## config.mk

```make
export PLATFORM = sky130hd
export DESIGN_NAME = pet_stats
export DESIGN_NICKNAME = d
export VERILOG_FILES = /design/src/rtl/pet_stats.sv
export SDC_FILE = /design/constraint.sdc
export NUM_CORES = 1
export LEC_CHECK = 0
export CAP_MARGIN = 40
export CORE_ASPECT_RATIO = 1.75
export CORE_MARGIN = 4
export CORE_UTILIZATION = 55
export DETAILED_ROUTE_END_ITERATION = 10
export DONT_BUFFER_PORTS = 1
export PLACE_DENSITY = 0.7
export SLEW_MARGIN = 20
export SYNTH_ARGS = -nofsm -noshare
export SYNTH_HDL_FRONTEND = slang
export SYNTH_SLANG_ARGS = --single-unit
export TNS_END_PERCENT = 10
```

## constraint.sdc

```tcl
create_clock -name clk -period 5.4 [get_ports clk]
set_clock_uncertainty 0.1 [all_clocks]
set_input_delay 1.08 -clock clk [delete_from_list [all_inputs] [get_ports clk]]
set_output_delay 1.08 -clock clk [all_outputs]
set_load 0.03 [all_outputs]
```

## src/rtl/pet_stats.sv

```systemverilog
// Virtual-pet stat engine: tick-driven decay of fullness/energy/joy, button
// handling and the awake/asleep/dead state machine.
module pet_stats #(
  parameter int STAT_BITS   = 3,
  parameter int DECAY_TICKS = 10
) (
  input  logic                 clk,
  input  logic                 reset,
  input  logic                 tick,
  input  logic                 feed_pulse,
  input  logic                 play_pulse,
  input  logic                 sleep_pulse,
  output logic [STAT_BITS-1:0] fullness,
  output logic [STAT_BITS-1:0] energy,
  output logic [STAT_BITS-1:0] joy,
  output logic [1:0]           mood,
  output logic                 sleeping,
  output logic                 dead,
  output logic                 decay_strobe
);

  localparam int SW    = STAT_BITS + 1;
  localparam int CNT_W = (DECAY_TICKS > 1) ? $clog2(DECAY_TICKS) : 1;
  localparam logic [STAT_BITS-1:0] MAX      = '1;
  localparam logic [STAT_BITS-1:0] HALF     = MAX >> 1;
  localparam logic [CNT_W-1:0]     CNT_LAST = CNT_W'(DECAY_TICKS - 1);

  typedef enum logic [1:0] {ST_AWAKE, ST_ASLEEP, ST_DEAD} state_t;

  state_t               state_reg, state_next;
  logic [STAT_BITS-1:0] full_reg, full_next, full_d;
  logic [STAT_BITS-1:0] energy_reg, energy_next, energy_d;
  logic [STAT_BITS-1:0] joy_reg, joy_next, joy_d;
  logic [CNT_W-1:0]     cnt_reg, cnt_next;
  logic                 tick_prev_reg;
  logic                 strobe_reg;
  logic                 tick_edge;
  logic                 decay_event;

  function automatic logic [STAT_BITS-1:0] sat_add2(input logic [STAT_BITS-1:0] v);
    logic [SW-1:0] s;
    s = {1'b0, v} + SW'(2);
    return (s > {1'b0, MAX}) ? MAX : s[STAT_BITS-1:0];
  endfunction

  function automatic logic [STAT_BITS-1:0] sat_dec(input logic [STAT_BITS-1:0] v);
    return (v == '0) ? '0 : v - 1'b1;
  endfunction

  // tick_prev resets high so a tick already asserted at reset release is not an edge
  always_ff @(posedge clk or negedge reset) begin
    if (!reset) begin
      state_reg     <= ST_AWAKE;
      full_reg      <= MAX;
      energy_reg    <= MAX;
      joy_reg       <= MAX;
      cnt_reg       <= '0;
      tick_prev_reg <= 1'b1;
      strobe_reg    <= 1'b0;
    end else begin
      state_reg     <= state_next;
      full_reg      <= full_next;
      energy_reg    <= energy_next;
      joy_reg       <= joy_next;
      cnt_reg       <= cnt_next;
      tick_prev_reg <= tick;
      strobe_reg    <= decay_event;
    end
  end

  always_comb begin
    tick_edge   = tick & ~tick_prev_reg;
    decay_event = 1'b0;
    state_next  = state_reg;
    cnt_next    = cnt_reg;
    full_d      = full_reg;
    energy_d    = energy_reg;
    joy_d       = joy_reg;
    full_next   = full_reg;
    energy_next = energy_reg;
    joy_next    = joy_reg;

    if (state_reg != ST_DEAD) begin
      if (tick_edge) begin
        if (cnt_reg == CNT_LAST) begin
          cnt_next    = '0;
          decay_event = 1'b1;
        end else begin
          cnt_next = cnt_reg + 1'b1;
        end
      end

      if (decay_event) begin
        full_d = sat_dec(full_reg);
        if (state_reg == ST_AWAKE) begin
          energy_d = sat_dec(energy_reg);
          joy_d    = sat_dec(joy_reg);
        end else begin
          energy_d = sat_add2(energy_reg);
        end
      end

      full_next   = full_d;
      energy_next = energy_d;
      joy_next    = joy_d;

      // A lower-priority pulse is dropped even when the winning one has no effect
      if (feed_pulse) begin
        if (state_reg == ST_AWAKE) full_next = sat_add2(full_d);
      end else if (play_pulse) begin
        if (state_reg == ST_AWAKE && energy_d != '0) begin
          joy_next    = sat_add2(joy_d);
          energy_next = energy_d - 1'b1;
        end
      end else if (sleep_pulse) begin
        state_next = (state_reg == ST_AWAKE) ? ST_ASLEEP : ST_AWAKE;
      end

      if (state_reg == ST_ASLEEP && decay_event && energy_d == MAX)
        state_next = ST_AWAKE;

      if (full_next == '0 && joy_next == '0)
        state_next = ST_DEAD;
    end
  end

  always_comb begin
    if (state_reg == ST_DEAD)
      mood = 2'd3;
    else if (full_reg == '0 || energy_reg == '0 || joy_reg == '0)
      mood = 2'd2;
    else if (full_reg < HALF || energy_reg < HALF || joy_reg < HALF)
      mood = 2'd1;
    else
      mood = 2'd0;
  end

  assign fullness     = full_reg;
  assign energy       = energy_reg;
  assign joy          = joy_reg;
  assign sleeping     = (state_reg == ST_ASLEEP);
  assign dead         = (state_reg == ST_DEAD);
  assign decay_strobe = strobe_reg;

endmodule

```

## Word level (Yosys, flattened, before mapping)

Cells that the tools add are included.

- Register bits after elaboration: 17
- Bits of input ports: 6
- Output and inout port bits: 14
- Logic and storage cells: 86

- Add/subtract/negate cells: 8
- $lt $le $gt $ge: 6
- Equality and inequality tests: 7
- Muxes and demuxes: 38
- Bitwise logic cells: 2
- Reductions and logical operators: 18

Operators by type and width:

| operator | count |
|---|---|
| $mux 3 | 24 |
| $logic_not 3->1 | 5 |
| $mux 2 | 7 |
| $add 3x2->4 const B | 3 |
| $gt 4x3->1 const B | 3 |
| $sub 3x1->3 const B | 4 |
| $lt 3x2->1 const B | 3 |
| $mux 1 | 6 |
| $ne 3x1->1 const B | 2 |
| $reduce_bool 3->1 | 2 |
| $add 4x1->4 const B | 1 |
| $eq 4x4->1 const B | 1 |
| $logic_and 1x1->1 | 4 |
| $logic_or 1x1->1 | 4 |
| $mux 4 | 1 |
| $reduce_and 4->1 | 1 |
| $eq 3x3->1 const B | 1 |
| $eq 2x1->1 const B | 1 |
| $eq 2x2->1 const B | 1 |
| $logic_not 2->1 | 1 |
| $ne 2x2->1 const B | 1 |
| $reduce_and 2->1 | 1 |
| $and 1x1->1 | 1 |
| $not 1->1 | 1 |

## Longest topological paths before layout

Gate-level depths: netlist of run 1.

- Depth after elaboration: 17
- Depth in mapped cells: 11
- Depth with buffers taken out: 10

## Worst setup path after synthesis of run 1

OpenSTA, ideal clock, no wires.

- Path type: register to output
- Start point: reg energy_reg[0] (netlist: energy[0])
- End point: out mood[0]
- Data arrival time: 2.335 ns
- Data required time: 4.220 ns
- Slack: 1.885 ns
- Stages on the path, launching flop included: 5
- Buffers on the path: 1
- Path through: dfstp_2 -> clkbuf_1 -> nor2_1 -> ha_1 -> o41ai_1

- Cells in the longest elaborated chain, start to end: 6
- Elaborated cells on any way between the ends: 9
- Those cells by class: order compare: 1; mux: 3; reduce/logical: 5

RTL lines:

| what | RTL line | RTL |
|---|---|---|
| start, declared | 32 | `logic [STAT_BITS-1:0] energy_reg, energy_next, energy_d;` |
| start signal, assigned | 63 | `energy_reg <= energy_next;` |
| $lt 3x2->1 | 132 | `else if (full_reg < HALF \|\| energy_reg < HALF \|\| joy_reg < HALF)` |
| $logic_or 1x1->1 (2 in a row) | 132 |  |
| $mux 1 | 132 |  |
| $mux 2 (*) | 130 | `else if (full_reg == '0 \|\| energy_reg == '0 \|\| joy_reg == '0)` |
| $mux 2 (*) | 128 | `if (state_reg == ST_DEAD)` |
| end, declared | 16 | `output logic [1:0] mood,` |

Every way passes the cells marked *; elsewhere a longest branch is shown, timed or not.

## Worst setup path after layout of run 1

- Start point: in tick
- End point: reg state_reg[1]

- Cells in the longest elaborated chain, start to end: 16
- Elaborated cells on any way between the ends: 36
- Those cells by class: add/sub: 2; order compare: 2; eq/ne: 3; mux: 19; bitwise: 1; reduce/logical: 9

RTL lines:

| what | RTL line | RTL |
|---|---|---|
| start, declared | 9 | `input logic tick,` |
| $and 1x1->1 (*) | 72 | `tick_edge = tick & ~tick_prev_reg;` |
| $mux 1 (*) | 84 | `if (tick_edge) begin` |
| $mux 1 (*) | 83 | `if (state_reg != ST_DEAD) begin` |
| $mux 3 | 93 | `if (decay_event) begin` |
| $mux 3 | 83 |  |
| $add 3x2->4 | 42 | `s = {1'b0, v} + SW'(2);` |
| $gt 4x3->1 | 43 | `return (s > {1'b0, MAX}) ? MAX : s[STAT_BITS-1:0];` |
| $mux 3 | 43 |  |
| $mux 3 | 111 | `if (state_reg == ST_AWAKE && energy_d != '0) begin` |
| $mux 3 | 110 | `end else if (play_pulse) begin` |
| $mux 3 | 108 | `if (feed_pulse) begin` |
| $mux 3 | 83 |  |
| $logic_not 3->1 | 122 | `if (full_next == '0 && joy_next == '0)` |
| $logic_and 1x1->1 | 122 |  |
| $ne 3x1->1 (no line) / $reduce_bool 3->1 (equally long branches) | - |  |
| $reduce_and 4->1 (no line) | - |  |
| end signal, assigned | 61 | `state_reg <= state_next;` |
| end, declared | 30 | `state_t state_reg, state_next;` |

Every way passes the cells marked *; elsewhere a longest branch is shown, timed or not. The select of a mux whose other input is x is not followed.
A chain may end at the register's enable or synchronous reset.

==> results of run 1 <==
## cell type report
class	count	area share (%)
tap	25	2.248
multi-input combinational	123	60.07
clock buffer	4	3.237
timing repair buffer	2	1.079
inverter	7	1.888
sequential	17	31.47
## cell families after synthesis
| family | after synthesis | synth area share, % |
|---|---|---|
| adder cells (fa/ha/maj) | 7 | 6.487 |
| AND/OR/NAND/NOR | 64 | 26.32 |
| buffers and inverters | 18 | 5.652 |
| AO/OA/AOI/OAI | 50 | 27.80 |
| flip-flops | 17 | 32.44 |
| XOR/XNOR | 2 | 1.298 |
## power breakdown
group | internal, µW | total, µW | leakage (µW) | switching [µW]
combinational | 119 | 275 | 0.000327 | 156
sequential | 188 | 316 | 0.000193 | 128
clock | 52.3 | 94.8 | 0.0000228 | 42.6
total | 359 | 686 | 0.000542 | 326
## worst min path at each step
stage | start | to | slack, ns | cells after the start
after floorplan | cnt_reg[2] | cnt_reg[2] | 0.40 | 1
after global placement | cnt_reg[2] | cnt_reg[2] | 0.43 | 1
after detailed placement | cnt_reg[2] | cnt_reg[2] | 0.44 | 1
after CTS | reset | state_reg[0] | 0.42 | 0
after global routing | reset | state_reg[1] | 0.41 | 0
final | reset | cnt_reg[3] | 0.42 | 0
## through the flow
stage	hold slack (ns)	worst slack [ns]	utilization [%]
floorplan	0.3960	1.885	-
global placement	0.4298	1.426	57.43
detailed placement	0.4368	1.322	57.43
CTS	0.4188	1.579	59.37
global route	0.4075	1.956	59.69
finish	0.4195	2.063	59.69
## layout by cell type (no fill, tap or decap), drive strengths merged, types with 3 or more instances in the layout
master	instances
a211o	3
a21oi	11
a31oi	3
clkbuf	4
dfrtp	7
dfstp	10
ha	7
inv	7
nand2	13
nand2b	3
nand3	5
nor2	14
nor2b	4
nor3	4
nor3b	3
o21ai	5
o31ai	4
or2	3
## worst max-delay path: cells and delay by family
family | cells | cell delay (ns)
adders and majority gates | 2 | 0.42
and+or+nand+nor | 5 | 1.14
AOI/OAI and AO/OA | 3 | 0.53
buffers and inverters | 1 | 0.20
## layer usage
metal	up-vias	wire [µm]
met5	-	0
met4	0	87
met3	9	104
met2	25	1786
met1	583	1298
li1	577	-
==> out/qor.csv, run 1 <==
stage,metric,value,unit
run_status,status,"complete, no violations",
synth,yosys-top-cells-count,"nor2_1 (14), nand2_1 (13), a21oi_1 (11), dfstp_2 (10)",
clock_tree,clockRootBuffer,clkbuf_8,
global_route,globalRouteMet2Util,40.12,%
global_route,first_global_vias,1210,
synth,synth_top_area_share,19.46,%
floorplan,start_util,57.92,%
routing,drt-initial-drc-count,33,
worst_setup_path,endpoint_kind,flop,
synth,yosysWarnings,0,
synth,syn_avg_cell_area,8.545,µm²
floorplan,die_h,73.54,µm
final_layout,register_area,437.9,µm²
clock_tree,cts.sink_count,17,
worst_setup_path,crit_path_end,state_reg[1],
global_route,top_usage_layer,met2,
global_route,grt_pass1_wl,5582,µm
synth,synth_edf_count,0,
synth,yosysSeqAreaShare,32.44,%
synth,synth.most_common_cell,nor2_1,
worst_setup_path,cp-start-kind,primary input,
clock_tree,cts_buffers,3,
worst_setup_path,path_class,in2reg,
clock_tree,htree_levels,1,
sta,slew_viol_final,0,
clock_tree,clk_latency,0.25,ns
clock_tree,postCtsHoldBufs,0,
sta,finalCritPeriodShare,61.80,%
placed_design,place_hpwl,2560,µm
synth,ys_ff_latch,17,
final_layout,final_nets,167,
floorplan,io_pins,20,
clock_tree,clkTransAtPathRegs,0.07,ns
final_layout,largest_reg_flops,4,
routing,wl,3276,µm
sta,worstMarginPinSlew,0.6363,ns
worst_setup_path,worstPathCellList,"nor2b_1, buf_4, nand2_1, a21oi_1, o22ai_1, ha_1, ha_1, or3b_2, nor2_1, nor3_1, a32o_1",
synth,syn_area,1350,µm²
global_route,antenna_found_initial,0,
synth,yosysUniqueCellTypes,54,
synth,syn_inst,158,
global_route,grt_use_met3,4.412,%
synth,syn_nets,171,
routing,vias,1194,
placed_design,dpl_cell_area,1339,µm²
worst_hold_path,hp-class,in2async,
sta,fin_setup_tns,0,ns
worst_setup_path,startpoint,tick,
final_layout,fillCellCount,209,
power_and_ir_drop,p_total,685.7,µW
worst_setup_path,critPathRequiredTime,5.44,ns
global_route,track_usage,22.11,%
placed_design,port_buffers,0,
worst_setup_path,r2r-start,cnt_reg[2],
global_route,gr-usage-met1,23.85,%
synth,async_flop_share,100.0,%
synth,yosys.area.top_type,dfstp_2,
clock_tree,post_cts_buffers,0,
worst_setup_path,worstReg2RegEnd,state_reg[1],
floorplan,core_area,2331,µm²
routing,dr.pass1.iters,4,
worst_setup_path,cp_max_fo,13,
global_route,overflow,0,
final_layout,syn2layout_area_growth,3.058,%
floorplan,dieArea,3342,µm²
sta,finalSetupViolations,0,
power_and_ir_drop,peakVddDrop,317.1,µV
worst_setup_path,cp.arrival,3.37,ns
floorplan,rows,23,
clock_tree,cts_resized,0,
worst_setup_path,ff2ff_setup_slack,2.22,ns
routing,ant_nets,0,
routing,via_per_inst,6.708,
worst_setup_path,cp_slowest_stage_delay,0.50,ns
power_and_ir_drop,leakage,0.0005421,µW
power_and_ir_drop,powerDensity,492.8,nW/µm²
run,drv_cap,0,
synth,synth_ff_type,dfstp_2,
sta,period_needed,3.337,ns
floorplan,fp.dieW,45.45,µm
synth,synth_area_leaders,"dfstp_2 (19%), dfrtp_1 (13%), ha_1 (6.5%)",
clock_tree,cts_tree,built,
sta,relSlewSlack,57.42,%
final_layout,fin_cells,178,
sta,rsz0062_at_grt,false,
placed_design,gp_congestion,0.8896,
final_layout,multiInputGateArea,835.8,µm²
worst_setup_path,crit_path_frequent_cell,ha_1,
placed_design,dpl.cell_count,173,
clock_tree,clockBufferDepth,2,
worst_setup_path,cp_slowest_cell,or3b_2,
final_layout,diodes,0,
global_route,grt_max_degree,18,
routing,wl_per_cell,18.40,µm
sta,hold_viol_final,0,
sta,fmax,0.2997,GHz
final_layout,final_cell_area,1391,µm²
final_layout,layout-drive-gt1-share,17.65,%
routing,drc,0,
worst_setup_path,reg2reg_depth,9,
No activity file was read; power rests on OpenSTA's default activity.
==> run 2: changes to the inputs <==
--- a/config.mk
+++ b/config.mk
@@ -11,7 +11,7 @@
 export CORE_UTILIZATION = 55
 export DETAILED_ROUTE_END_ITERATION = 10
 export DONT_BUFFER_PORTS = 1
-export PLACE_DENSITY = 0.7
+export PLACE_DENSITY = 0.73
 export SLEW_MARGIN = 20
 export SYNTH_ARGS = -nofsm -noshare
 export SYNTH_HDL_FRONTEND = slang
==> constraint.sdc (replaced) <==
create_clock -name clk -period 2.7 [get_ports clk]
set_clock_uncertainty 0.1 [all_clocks]
set_input_delay 0.54 -clock clk [delete_from_list [all_inputs] [get_ports clk]]
set_output_delay 0.54 -clock clk [all_outputs]
set_load 0.03 [all_outputs]
==> out/qor.csv, run 2 (synthesis gave the netlist of run 1 again) <==
stage,metric,value,unit,change
worst_setup_path,endpoint_kind,flop,,unchanged
sta,period_needed,2.735,ns,
floorplan,io_pins,20,,unchanged
placed_design,dpl.cell_count,203,,was 173
clock_tree,htree_levels,1,,unchanged
routing,top_layer,met4,,unchanged
final_layout,multiInputGateArea,913.4,µm²,was 835.8 µm²
final_layout,final_nets,204,,was 167
worst_setup_path,critPathRequiredTime,2.81,ns,was 5.44 ns
run_status,status,"complete, but fails checks",,"was complete, no violations"
worst_setup_path,r2r-start,tick_prev_reg,,was cnt_reg[2]
worst_setup_path,worstReg2RegEnd,energy[0],,was state_reg[1]
placed_design,gp_congestion,0.9534,,was 0.8896
final_layout,layout-drive-gt1-share,40.00,%,was 17.65%
floorplan,core_area,2331,µm²,unchanged
routing,vias,1430,,"was 1,194"
routing,via_per_inst,6.651,,was 6.708
power_and_ir_drop,powerDensity,983.5,nW/µm²,was 492.8 nW/µm²
global_route,first_global_vias,1438,,"was 1,210"
final_layout,syn2layout_area_growth,30.03,%,was 3.058%
final_layout,fillCellCount,169,,was 209
floorplan,die_h,73.54,µm,unchanged
final_layout,largest_reg_flops,4,,unchanged
floorplan,rows,23,,unchanged
sta,hold_ws,0.008498,ns,was 0.4195 ns
clock_tree,clockBufferDepth,2,,unchanged
worst_setup_path,cp_max_fo,4,,was 13
global_route,grt_pass1_wl,6844,µm,was 5582 µm
routing,wl_per_cell,20.41,µm,was 18.40 µm
final_layout,final_cell_area,1755,µm²,was 1391 µm²
clock_tree,clk_latency,0.27,ns,was 0.25 ns
floorplan,fp.dieW,45.45,µm,unchanged
floorplan,start_util,57.92,%,unchanged
worst_setup_path,startpoint,tick_prev_reg,,was tick
sta,setup_ws,-0.03459,ns,was 2.063 ns
placed_design,dpl_cell_area,1572,µm²,was 1339 µm²
sta,fmax,0.3657,GHz,
floorplan,dieArea,3342,µm²,unchanged
routing,drt-initial-drc-count,67,,was 33
clock_tree,clkTransAtPathRegs,0.07,ns,about the same
final_layout,final_common_cell,buf_4,,was nor2_1
power_and_ir_drop,peakVddDrop,642.5,µV,was 317.1 µV
sta,rsz0062_at_grt,true,,was false
global_route,track_usage,28.34,%,was 22.11%
routing,drc,0,,unchanged
worst_setup_path,ff2ff_setup_slack,-0.03,ns,was 2.22 ns
worst_setup_path,cp-start-kind,flop,,was primary input
routing,dr.pass1.iters,4,,unchanged
run,drv_cap,0,,unchanged
routing,wl_met3,255,µm,was 104 µm
power_and_ir_drop,p_total,1726,µW,was 685.7 µW
power_and_ir_drop,leakage,0.0007382,µW,was 0.0005421 µW
clock_tree,cts_buffers,3,,unchanged
sta,slew_viol_final,0,,unchanged
worst_setup_path,path_class,reg2reg,,was in2reg
worst_setup_path,cp.arrival,2.85,ns,was 3.37 ns
worst_hold_path,hp-class,in2async,,unchanged
worst_setup_path,reg2reg_depth,10,,was 9
sta,finalSetupViolations,1,,was 0
clock_tree,cts.sink_count,17,,unchanged
routing,route.met2.wl,2374,µm,was 1786 µm
final_layout,fin_cells,215,,was 178
sta,hold_viol_final,0,,unchanged
routing,wl_met1,1611,µm,was 1298 µm
placed_design,port_buffers,0,,unchanged
sta,worstMarginPinSlew,0.5803,ns,was 0.6363 ns
clock_tree,clockRootBuffer,clkbuf_8,,unchanged
global_route,grt_max_degree,13,,was 18
final_layout,layout_common_cells,"buf_4 (37), nand2_1 (13), nor2_1 (12)",,"was nor2_1 (14), nand2_1 (13), a21oi_1 (11)"
placed_design,place_hpwl,2948,µm,was 2560 µm
final_layout,diodes,0,,unchanged
run_status,violations,negative setup slack,,
sta,relSlewSlack,61.24,%,was 57.42%
routing,wl,4388,µm,was 3276 µm
global_route,overflow,0,,unchanged
final_layout,utilization,75.31,%,was 59.69%
routing,ant_nets,0,,unchanged
final_layout,register_area,439.2,µm²,was 437.9 µm²
global_route,antenna_found_initial,0,,unchanged
clock_tree,cts_tree,built,,unchanged
sta,finalCritPeriodShare,101.3,%,
## run 2: cell types whose count changed in the layout (fill, tap and decap cells not counted), moves of 2 or more
cell	delta
a21oi_1	-2
a21oi_2	+2
buf_4	+35
ha_1	-2
nor2_1	-2
## run 2: what timing repair did
item	4_1_cts	5_1_grt
hold buffers	1	0
resized for setup	6	11
pin swaps	1	6
cloned	0	0
setup endpoints to repair	5	7
setup buffers	2	5
endpoints found under the hold margin	7	0
## run 2: per-layer routing
metal	global-route usage, %	vias up
met5	0	-
met4	18.89	0
met3	6.373	20
met2	48.83	70
met1	28.70	689
li1	-	651
## run 2: where the power goes
group | internal, µW | switching (µW)
Sequential | 373 | 116
Clock | 103 | 99.3
Combinational | 457 | 578
## run 2: metrics by stage
step	TNS, ns	setup slack [ns]
floorplan	-0.9765	-0.2678
global placement	-0.02988	-0.02988
detailed placement	-0.4809	-0.1446
CTS	0	0.04588
global route	-0.1139	-0.1139
finish	-0.03459	-0.03459
## run 2: cell type report
class / count / share of cell area, %
well taps: 25 / 1.782
clock buffers: 3 / 2.352
multi-input cells: 123 / 52.03
inverters: 7 / 1.497
repair buffers: 39 / 17.03
flip-flops and latches: 17 / 25.02
clock inverters: 1 / 0.2851
## run 2: worst max path at each step
stage,to,slack (ns)
finish,energy[0],-0.03
global route,energy[0],-0.11
CTS,energy[0],0.05
detailed placement,state_reg[1],-0.14
global placement,state_reg[1],-0.03
floorplan,energy[0],-0.27
## run 2: worst max-delay path, stage by stage, from the launching register on
cell,delay (ns)
dfstp_2,0.56
nor2b_4,0.05
buf_6,0.12
a32o_1,0.26
a221oi_2,0.32
ha_2,0.28
ha_4,0.15
nor3b_2,0.05
or4_4,0.41
a211oi_2,0.24
a211o_1,0.13
==> run 3: changes to the inputs <==
--- a/config.mk
+++ b/config.mk
@@ -8,10 +8,11 @@
 export CAP_MARGIN = 40
 export CORE_ASPECT_RATIO = 1.75
 export CORE_MARGIN = 4
-export CORE_UTILIZATION = 55
+export CORE_UTILIZATION = 30
+export CTS_CLUSTER_DIAMETER = 60
 export DETAILED_ROUTE_END_ITERATION = 10
 export DONT_BUFFER_PORTS = 1
-export PLACE_DENSITY = 0.73
+export PLACE_DENSITY = 0.45
 export SLEW_MARGIN = 20
 export SYNTH_ARGS = -nofsm -noshare
 export SYNTH_HDL_FRONTEND = slang
==> out/qor.csv, run 3 (synthesis gave the netlist of run 1 again) <==
stage,metric,value,unit,change
global_route,grt_pass1_wl,6879,µm,was 6844 µm
clock_tree,cts_buffers,3,,unchanged
clock_tree,clkTransAtPathRegs,0.08,ns,was 0.07 ns
worst_setup_path,cp-start-kind,flop,,unchanged
floorplan,dieArea,5680,µm²,was 3342 µm²
floorplan,io_pins,20,,unchanged
worst_setup_path,crit_path_frequent_cell,a211o_1,,
routing,dr.pass1.iters,4,,unchanged
placed_design,dpl.cell_count,233,,was 203
worst_hold_path,hp-class,in2async,,unchanged
sta,finalSetupViolations,0,,was 1
routing,ant_nets,0,,unchanged
floorplan,die_h,96.75,µm,was 73.54 µm
placed_design,pre_cts_ws,-0.1498,ns,was -0.1446 ns
run_status,status,"complete, no violations",,"was complete, but fails checks"
power_and_ir_drop,leakage,0.0007319,µW,was 0.0007382 µW
sta,period_needed,2.636,ns,was 2.735 ns
sta,setup_ws,0.06412,ns,was -0.03459 ns
sta,slew_viol_final,0,,unchanged
final_layout,layout-drive-gt1-share,38.95,%,was 40.00%
floorplan,fp.dieW,58.71,µm,was 45.45 µm
sta,hold_viol_final,0,,unchanged
power_and_ir_drop,p_total,1704,µW,was 1726 µW
clock_tree,cts_tree,built,,unchanged
routing,drt-initial-drc-count,39,,was 67
routing,wl,4166,µm,was 4388 µm
placed_design,port_buffers,0,,unchanged
placed_design,place_hpwl,3211,µm,was 2948 µm
global_route,overflow,0,,unchanged
final_layout,fillCellCount,453,,was 169
floorplan,rows,32,,was 23
final_layout,multiInputGateArea,909.6,µm²,was 913.4 µm²
global_route,track_usage,15.58,%,was 28.34%
final_layout,largest_reg_flops,4,,unchanged
routing,wl_per_cell,17.29,µm,was 20.41 µm
final_layout,fin_cells,241,,was 215
final_layout,final_nets,204,,unchanged
sta,finalCritPeriodShare,97.63,%,was 101.3%
final_layout,final_common_cell,buf_4,,unchanged
final_layout,register_area,437.9,µm²,was 439.2 µm²
clock_tree,clk_latency,0.26,ns,was 0.27 ns
global_route,antenna_found_initial,0,,unchanged
final_layout,layout_common_cells,"buf_4 (38), nor2_1 (13), nand2_1 (12)",,"was buf_4 (37), nand2_1 (13), nor2_1 (12)"
routing,drc,0,,unchanged
sta,fin_setup_tns,0,ns,was -0.03459 ns
run,drv_cap,0,,unchanged
worst_setup_path,critPathRequiredTime,2.81,ns,about the same
worst_setup_path,cp_slowest_stage_delay,0.41,ns,was 0.56 ns
sta,worstMarginPinSlew,0.5807,ns,was 0.5803 ns
sta,relSlewSlack,61.20,%,was 61.24%
clock_tree,cts.sink_count,17,,unchanged
global_route,first_global_vias,1408,,"was 1,438"
routing,vias,1349,,"was 1,430"
sta,fmax,0.3794,GHz,was 0.3657 GHz
worst_setup_path,cp.arrival,2.74,ns,was 2.85 ns
clock_tree,clockBufferDepth,2,,unchanged
final_layout,diodes,0,,unchanged
worst_setup_path,path_class,reg2reg,,unchanged
global_route,grt_max_degree,12,,was 13
worst_setup_path,worstPathCellList,"nand2b_1, buf_4, a211o_1, a221oi_2, ha_2, ha_4, nor3b_2, or4_4, a211oi_2, a211o_1",,"was nor2b_4, buf_6, a32o_1, a221oi_2, ha_2, ha_4, nor3b_2, or4_4, a211oi_2, a211o_1"
floorplan,core_area,4364,µm²,was 2331 µm²
power_and_ir_drop,peakVddDrop,640.8,µV,was 642.5 µV
final_layout,syn2layout_area_growth,31.70,%,was 30.03%
worst_setup_path,endpoint_kind,flop,,unchanged
power_and_ir_drop,powerDensity,958.4,nW/µm²,was 983.5 nW/µm²
worst_setup_path,cp_max_fo,3,,was 4
floorplan,start_util,30.93,%,was 57.92%
placed_design,gp_congestion,0.8002,,was 0.9534
clock_tree,clockRootBuffer,clkbuf_8,,unchanged
routing,via_per_inst,5.598,,was 6.651
clock_tree,htree_levels,1,,unchanged
worst_setup_path,cp_slowest_cell,or4_4,,was dfstp_2
==> run 3: what timing repair did <==
item,4_1_cts,5_1_grt
pin swaps,1,6
hold buffers,1,0
hold endpoints to repair,7,0
setup endpoints to repair,4,5
setup buffers,1,3
gates resized for setup,3,11
==> run 3: worst paths after layout <==
path	from	to	slack (ns)	depth (start not counted)
min in group clk	tick	tick_prev_reg	0.17	0
max in group asynchronous	reset	decay_strobe	1.64	1
worst min-delay path	reset	joy[2]	0.01	0
worst min register to register	cnt_reg[2]	cnt_reg[2]	0.50	2
worst max register to register	tick_prev_reg	energy[0]	0.06	10
worst max-delay path	tick_prev_reg	energy[0]	0.06	10
==> run 3: area by class of cell <==
| class | count | area share (%) |
|---|---|---|
| multi-input combinational | 123 | 51.16 |
| sequential | 17 | 24.63 |
| timing repair buffer | 39 | 16.61 |
| tap | 51 | 3.589 |
| clock buffer | 4 | 2.533 |
| inverter | 7 | 1.478 |
==> run 3: critical path: cells and delay by family (launching register included) <==
family                   cells  cell delay [ns]
buffers and inverters        1             0.17
AO/OA/AOI/OAI                4             0.85
flip-flops                   1             0.39
AND/OR/NAND/NOR              3             0.67
adder cells (fa/ha/maj)      2             0.39
==> run 3: per-layer routing <==
layer  wire (µm)  GRT usage, %  up-vias
li1            -             -      653
met1        1622         17.50      652
met2        2248         28.08       34
met3         168         2.804       10
met4         126         5.585        0
met5           0             0        -
==> run 3: per-stage QoR <==
step	instance area, µm²	util, %	hold slack, ns
6_report	1778	40.74	0.01483
5_1_grt	1778	40.74	0.008354
3_3_place_gp	1634	37.44	0.1453
2_1_floorplan	1358	-	0.1444
3_5_place_dp	1634	37.44	0.1450
4_1_cts	1712	39.22	0.01426
==> run 3: power by group <==
| part | leakage (µW) | switching, µW | internal, µW | total, µW |
|---|---|---|---|---|
| Clock | 0.0000228 | 103 | 105 | 207 |
| Sequential | 0.000193 | 96.5 | 370 | 467 |
| Combinational | 0.000517 | 563 | 467 | 1030 |
==> RTL edit 1: new RTL, config.mk and constraints of run 2 <==
The 3 states of `state_t` get a one-hot encoding in 3 bits.
--- a/src/rtl/pet_stats.sv
+++ b/src/rtl/pet_stats.sv
@@ -27,3 +27,3 @@
 
-  typedef enum logic [1:0] {ST_AWAKE, ST_ASLEEP, ST_DEAD} state_t;
+  typedef enum logic [2:0] {ST_AWAKE = 3'b001, ST_ASLEEP = 3'b010, ST_DEAD = 3'b100} state_t;
 
Formal check against the unedited RTL: same outputs for any inputs over 10 cycles, from zero or initial values and one cycle with reset low; not proved beyond that.
==> RTL edit 1 against run 2 <==
The run still ends with negative setup slack left; first-iteration DRC count up 21%; wire length down 15%; total power up 4.3%; clock power up 9.9%; sequential share of layout area up 1.4 points; final area up 0.21%; sequential cell count up 1; area after synthesis up 5.1%; worst setup slack worse by 22 ps; largest power group unchanged.
==> RTL edit 1: results (changes against run 2) <==
Outcome
  – Status: complete, but fails checks
  – Failing checks: negative setup slack

Place
  – Hpwl dp: 2.763 mm (-6.3%)
  – Routability cong.: 0.8974 (-5.9%)
  – Dpl cells: 210 (+3.4%)
  – Pre-CTS setup slack: -194.1 ps (-49.44 ps)
  – Placed Instance Area: 1645 sq um (+4.7%)

Yosys
  – Synth cell types: 50 (-7.4%)
  – Syn avg cell area: 8.652 sq um (+1.3%)
  – Top post-synthesis cells by area: dfstp_2 20%, dfrtp_1 12%, ha_1 6.2%
  – Synth Net Count: 177 (+3.5%)
  – Post-synth top cells: 16 x a21oi_1, 12 x nand2_1, 11 x dfstp_2, 11 x nor2_1, 10 x inv_1
  – Sequential area share after synthesis: 0.3272 (+0.002786)

Power
  – Combinational fraction of design power: 0.618 (+0.018)
  – Worst VDD drop: 0.0006324 V (-1.6%)
  – P_sw: 0.7613 mW (-4.0%)
  – Leak: 0.7527 nW (+2.0%)
  – Flop pwr share: 0.259 (-0.024)
  – Cell Pwr Density: 1024 nW/um^2 (+4.1%)

Clock network
  – Post-CTS Resized: 7 (+1)
  – Postcts setup bufs: 1 (-1)
  – CTS Buf Count: 3 (unchanged)
  – Clock buffer depth: 2 (unchanged)
  – Worst-skew pair later-pin latency: 260 ps

Global routing
  – Largest net degree at the start of global routing: 13 (unchanged)
  – Global-route wire length before repair: 5.954 mm (-13%)
  – Global Route met1 Usage: 0.2485 (-0.03851)
  – Grt met2 use: 0.4325 (-0.05582)
  – All-Layer GR Usage: 0.2384 (-0.04493)
  – GR Util met3: 0.04067 (-0.02306)

Setup path
  – WP data arrival: 2850 ps (about the same)
  – Critical-path top delay cell: dfstp_2
  – R2r startpoint: state_reg[0]
  – CP delay by family, top: compound AO/OA/AOI/OAI gates
  – Biggest cell delay along the critical path: 520 ps (-40 ps)
  – Crit-path max FO: 3 (-1)
  – Setup crit end: state_reg[2]

Route
  – Vias per cell: 6.481 (-2.6%)
  – Routed wire length per instance: 17.30 um (-15%)
  – Iteration-0 DRC Markers: 81 (+21%)
  – Pre-antenna DRT Iters: 4 (unchanged)
  – Via count: 1400 (-2.1%)

Final layout
  – Register area: 464.2 sq um (+5.7%)
  – Fill cells: 181 (+7.1%)
  – Layout cells sized above 1: 0.3632 (-0.03684)

STA
  – Slew HR: 0.6360 (+0.02364)
  – Min Hold Slack: 17.23 ps (+8.728 ps)
  – Setup TNS: -92.93 ps (-58.34 ps)
  – Slack of the critical path: -56.41 ps (-21.82 ps)
  – Setup violators final: 3 (+2)
[RTL edit 1: cell type report]
| class | instances | area share |
|---|---|---|
| Inverter | 10 | 0.02134 |
| Clock buffer | 4 | 0.03129 |
| Timing Repair Buffer | 33 | 0.1422 |
| Tap cell | 26 | 0.01849 |
| Multi-Input combinational cell | 125 | 0.5228 |
| Sequential cell | 18 | 0.2639 |
[RTL edit 1: cells by family after synthesis]
kind of cell             count (synthesis)  synth area share
multiplexers                             4           0.02998
buffers and inverters                   21           0.05909
flip-flops                              18            0.3272
adder cells (fa/ha/maj)                  7           0.06173
XOR/XNOR                                 3           0.01852
AO/OA/AOI/OAI                           50            0.2505
AND/OR/NAND/NOR                         61            0.2531
[RTL edit 1: layer usage]
metal	vias up	wire (um)
met1	670	1339
li1	663	-
met4	0	128
met3	11	198
met2	56	2069
met5	-	0
==> RTL edit 2: new RTL, flow settings as in run 2 <==
Made on the original files. `DECAY_TICKS`: 10 -> 11.
--- a/src/rtl/pet_stats.sv
+++ b/src/rtl/pet_stats.sv
@@ -4,3 +4,3 @@
   parameter int STAT_BITS   = 3,
-  parameter int DECAY_TICKS = 10
+  parameter int DECAY_TICKS = 11
 ) (
Behaviour: no difference found for any inputs over 10 cycles, from zero or initial values and one cycle with reset low; that may be too few to reach the edited logic, so the function may still have changed.
==> RTL edit 2 against run 2 <==
The flow still finishes with violations (negative setup slack); first-iteration DRC count fell by 36%; final area rose by 3.1%; area after synthesis fell by 1.8%; total power rose by 0.43%; core utilization rose by 3.3 points; via count fell by 2.0%; clock power fell by 3%; worst setup slack improved by 27 ps; sequential cell count did not move; wire length fell by 1.5%; worst hold slack improved by 4.2 ps; global-route usage fell by 0.30 points; highest routed layer unchanged.
==> RTL edit 2: results (changes against run 2) <==
Yosys
  – Synth cell types: 53 (-1.9%)
  – Syn avg cell area: 8.557 sq um (+0.14%)
  – Top post-synthesis cells by area: dfstp_2 20%, dfrtp_1 13%, ha_1 6.6%
  – Post-synth top cells: 14 x nor2_1, 11 x a21oi_1, 10 x dfstp_2, 9 x clkbuf_1, 9 x nand2_1
  – Top_reg_cell synth: dfstp_2
  – Sequential area share after synthesis: 0.3302 (+0.005814)
  – Synth Net Count: 168 (-1.8%)
  – Async SR Flop Fraction: 1.000 (unchanged)
  – Ys Warns: 0 (unchanged)

Setup path
  – Crit-path max FO: 7 (+3)
  – Register-to-Register Path Depth: 9 (-1)
  – CP delay by family, top: compound AO/OA/AOI/OAI gates
  – Critical-path top delay cell: dfrtp_1
  – Biggest cell delay along the critical path: 430 ps (-130 ps)
  – WP data arrival: 2800 ps (-50 ps)

Place
  – Port Buffers: 0 (unchanged)
  – Hpwl dp: 3.063 mm (+3.9%)
  – Pre-CTS setup slack: -102.5 ps (+42.10 ps)
  – Routability cong.: 1.004 (+5.3%)
  – Placed Instance Area: 1598 sq um (+1.7%)

Power
  – Worst VDD drop: 0.0006465 V (+0.62%)
  – Leak: 0.7283 nW (-1.3%)

STA
  – Final Hold Fails: 0 (unchanged)
  – Setup TNS: -8.088 ps (+26.51 ps)
  – Slew @ Worst Pin: 574.7 ps (-5.530 ps)
  – Setup violators final: 1 (unchanged)
  – Slack of the critical path: -8.088 ps (+26.51 ps)

Outcome
  – Status: complete, but fails checks
  – Failing checks: negative setup slack

Route
  – Pre-antenna DRT Iters: 4 (unchanged)
  – Via count: 1402 (-2.0%)
  – Vias per cell: 6.613 (-0.57%)
  – Iteration-0 DRC Markers: 43 (-36%)
  – Final Routed Wirelength: 4.320 mm (-1.5%)

Final layout
  – Fill cells: 164 (-3.0%)
  – Nets: 201 (-1.5%)
  – Max reg flops: 4 (unchanged)
  – Layout cells sized above 1: 0.4439 (+0.04385)
  – # diodes: 0 (unchanged)

Clock network
  – Root Driver: clkbuf_8
  – CTS Buf Count: 3 (unchanged)
  – Clock transition at path regs: 70 ps (about the same)
  – Worst-skew pair later-pin latency: ~260 ps
  – H-tree depth: 1 (unchanged)
  – Clock buffer depth: 2 (unchanged)

Global routing
  – Largest net degree at the start of global routing: 13 (unchanged)
  – Global-route wire length before repair: 6.748 mm (-1.4%)
  – All-Layer GR Usage: 0.2804 (-0.002973)
[RTL edit 2: changes by cell type after synthesis, moves of 2 or more]
cell             run 2  this run
o21bai_1             2         0
nand2_1             13         9
nor3_1               4         6
clkbuf_1             4         9
or4_1                1         3
buf_2                7         1
a221oi_1             0         2
[RTL edit 2: path summary, 6_finish.rpt]
kind | start | to | slack [ps]
setup / recovery | cnt_reg[0] | energy[0] | -8
hold / removal | reset | fullness[2] | 10
setup reg to reg | cnt_reg[0] | energy[0] | -8
hold reg to reg | joy[2] | joy[2] | 450
max in group asynchronous | reset | cnt_reg[2] | 1670
min in group clk | tick | tick_prev_reg | 180
[RTL edit 2: logic make-up (layout without fill, tap and decap cells)]
family                   Yosys count  count (layout)  synth area share
buffers and inverters             18              50           0.05848
multiplexers                       2               2           0.01604
flip-flops                        17              17            0.3302
AND/OR/NAND/NOR                   63              63            0.2604
adder cells (fa/ha/maj)            7               7           0.06603
AO/OA/AOI/OAI                     47              47            0.2623
XOR/XNOR                           1               1          0.006605
[RTL edit 2: layout make-up]
class / count / area (sq um) / area share
Tap cell: 25 / 31.28 / 0.01728
Sequential cell: 17 / 437.9 / 0.2419
Timing Repair Buffer: 40 / 306.5 / 0.1693
Clock buffer: 4 / 45.04 / 0.02488
Multi-Input combinational cell: 120 / 967.2 / 0.5342
Inverter: 6 / 22.52 / 0.01244
[RTL edit 2: repair_timing]
action,CTS,global route
endpoints found under the setup margin,4,8
setup buffers,5,2
gates resized for setup,3,20
pin swaps,4,10
hold buffers,1,0
endpoints found under the hold margin,7,0
[RTL edit 2: where the power goes]
| part | switching, mW | internal [mW] | leakage, nW |
|---|---|---|---|
| sequential | 0.122 | 0.365 | 0.191 |
| clock | 0.0912 | 0.105 | 0.0228 |
| combinational | 0.575 | 0.475 | 0.514 |
| total | 0.788 | 0.945 | 0.728 |
[RTL edit 2: per-layer routing]
| layer | share of wire | vias up | track usage |
|---|---|---|---|
| li1 | - | 649 | - |
| met1 | 0.35 | 663 | 0.3130 |
| met2 | 0.54 | 67 | 0.4826 |
| met3 | 0.057 | 23 | 0.04444 |
| met4 | 0.055 | 0 | 0.1564 |
| met5 | 0 | - | 0 |
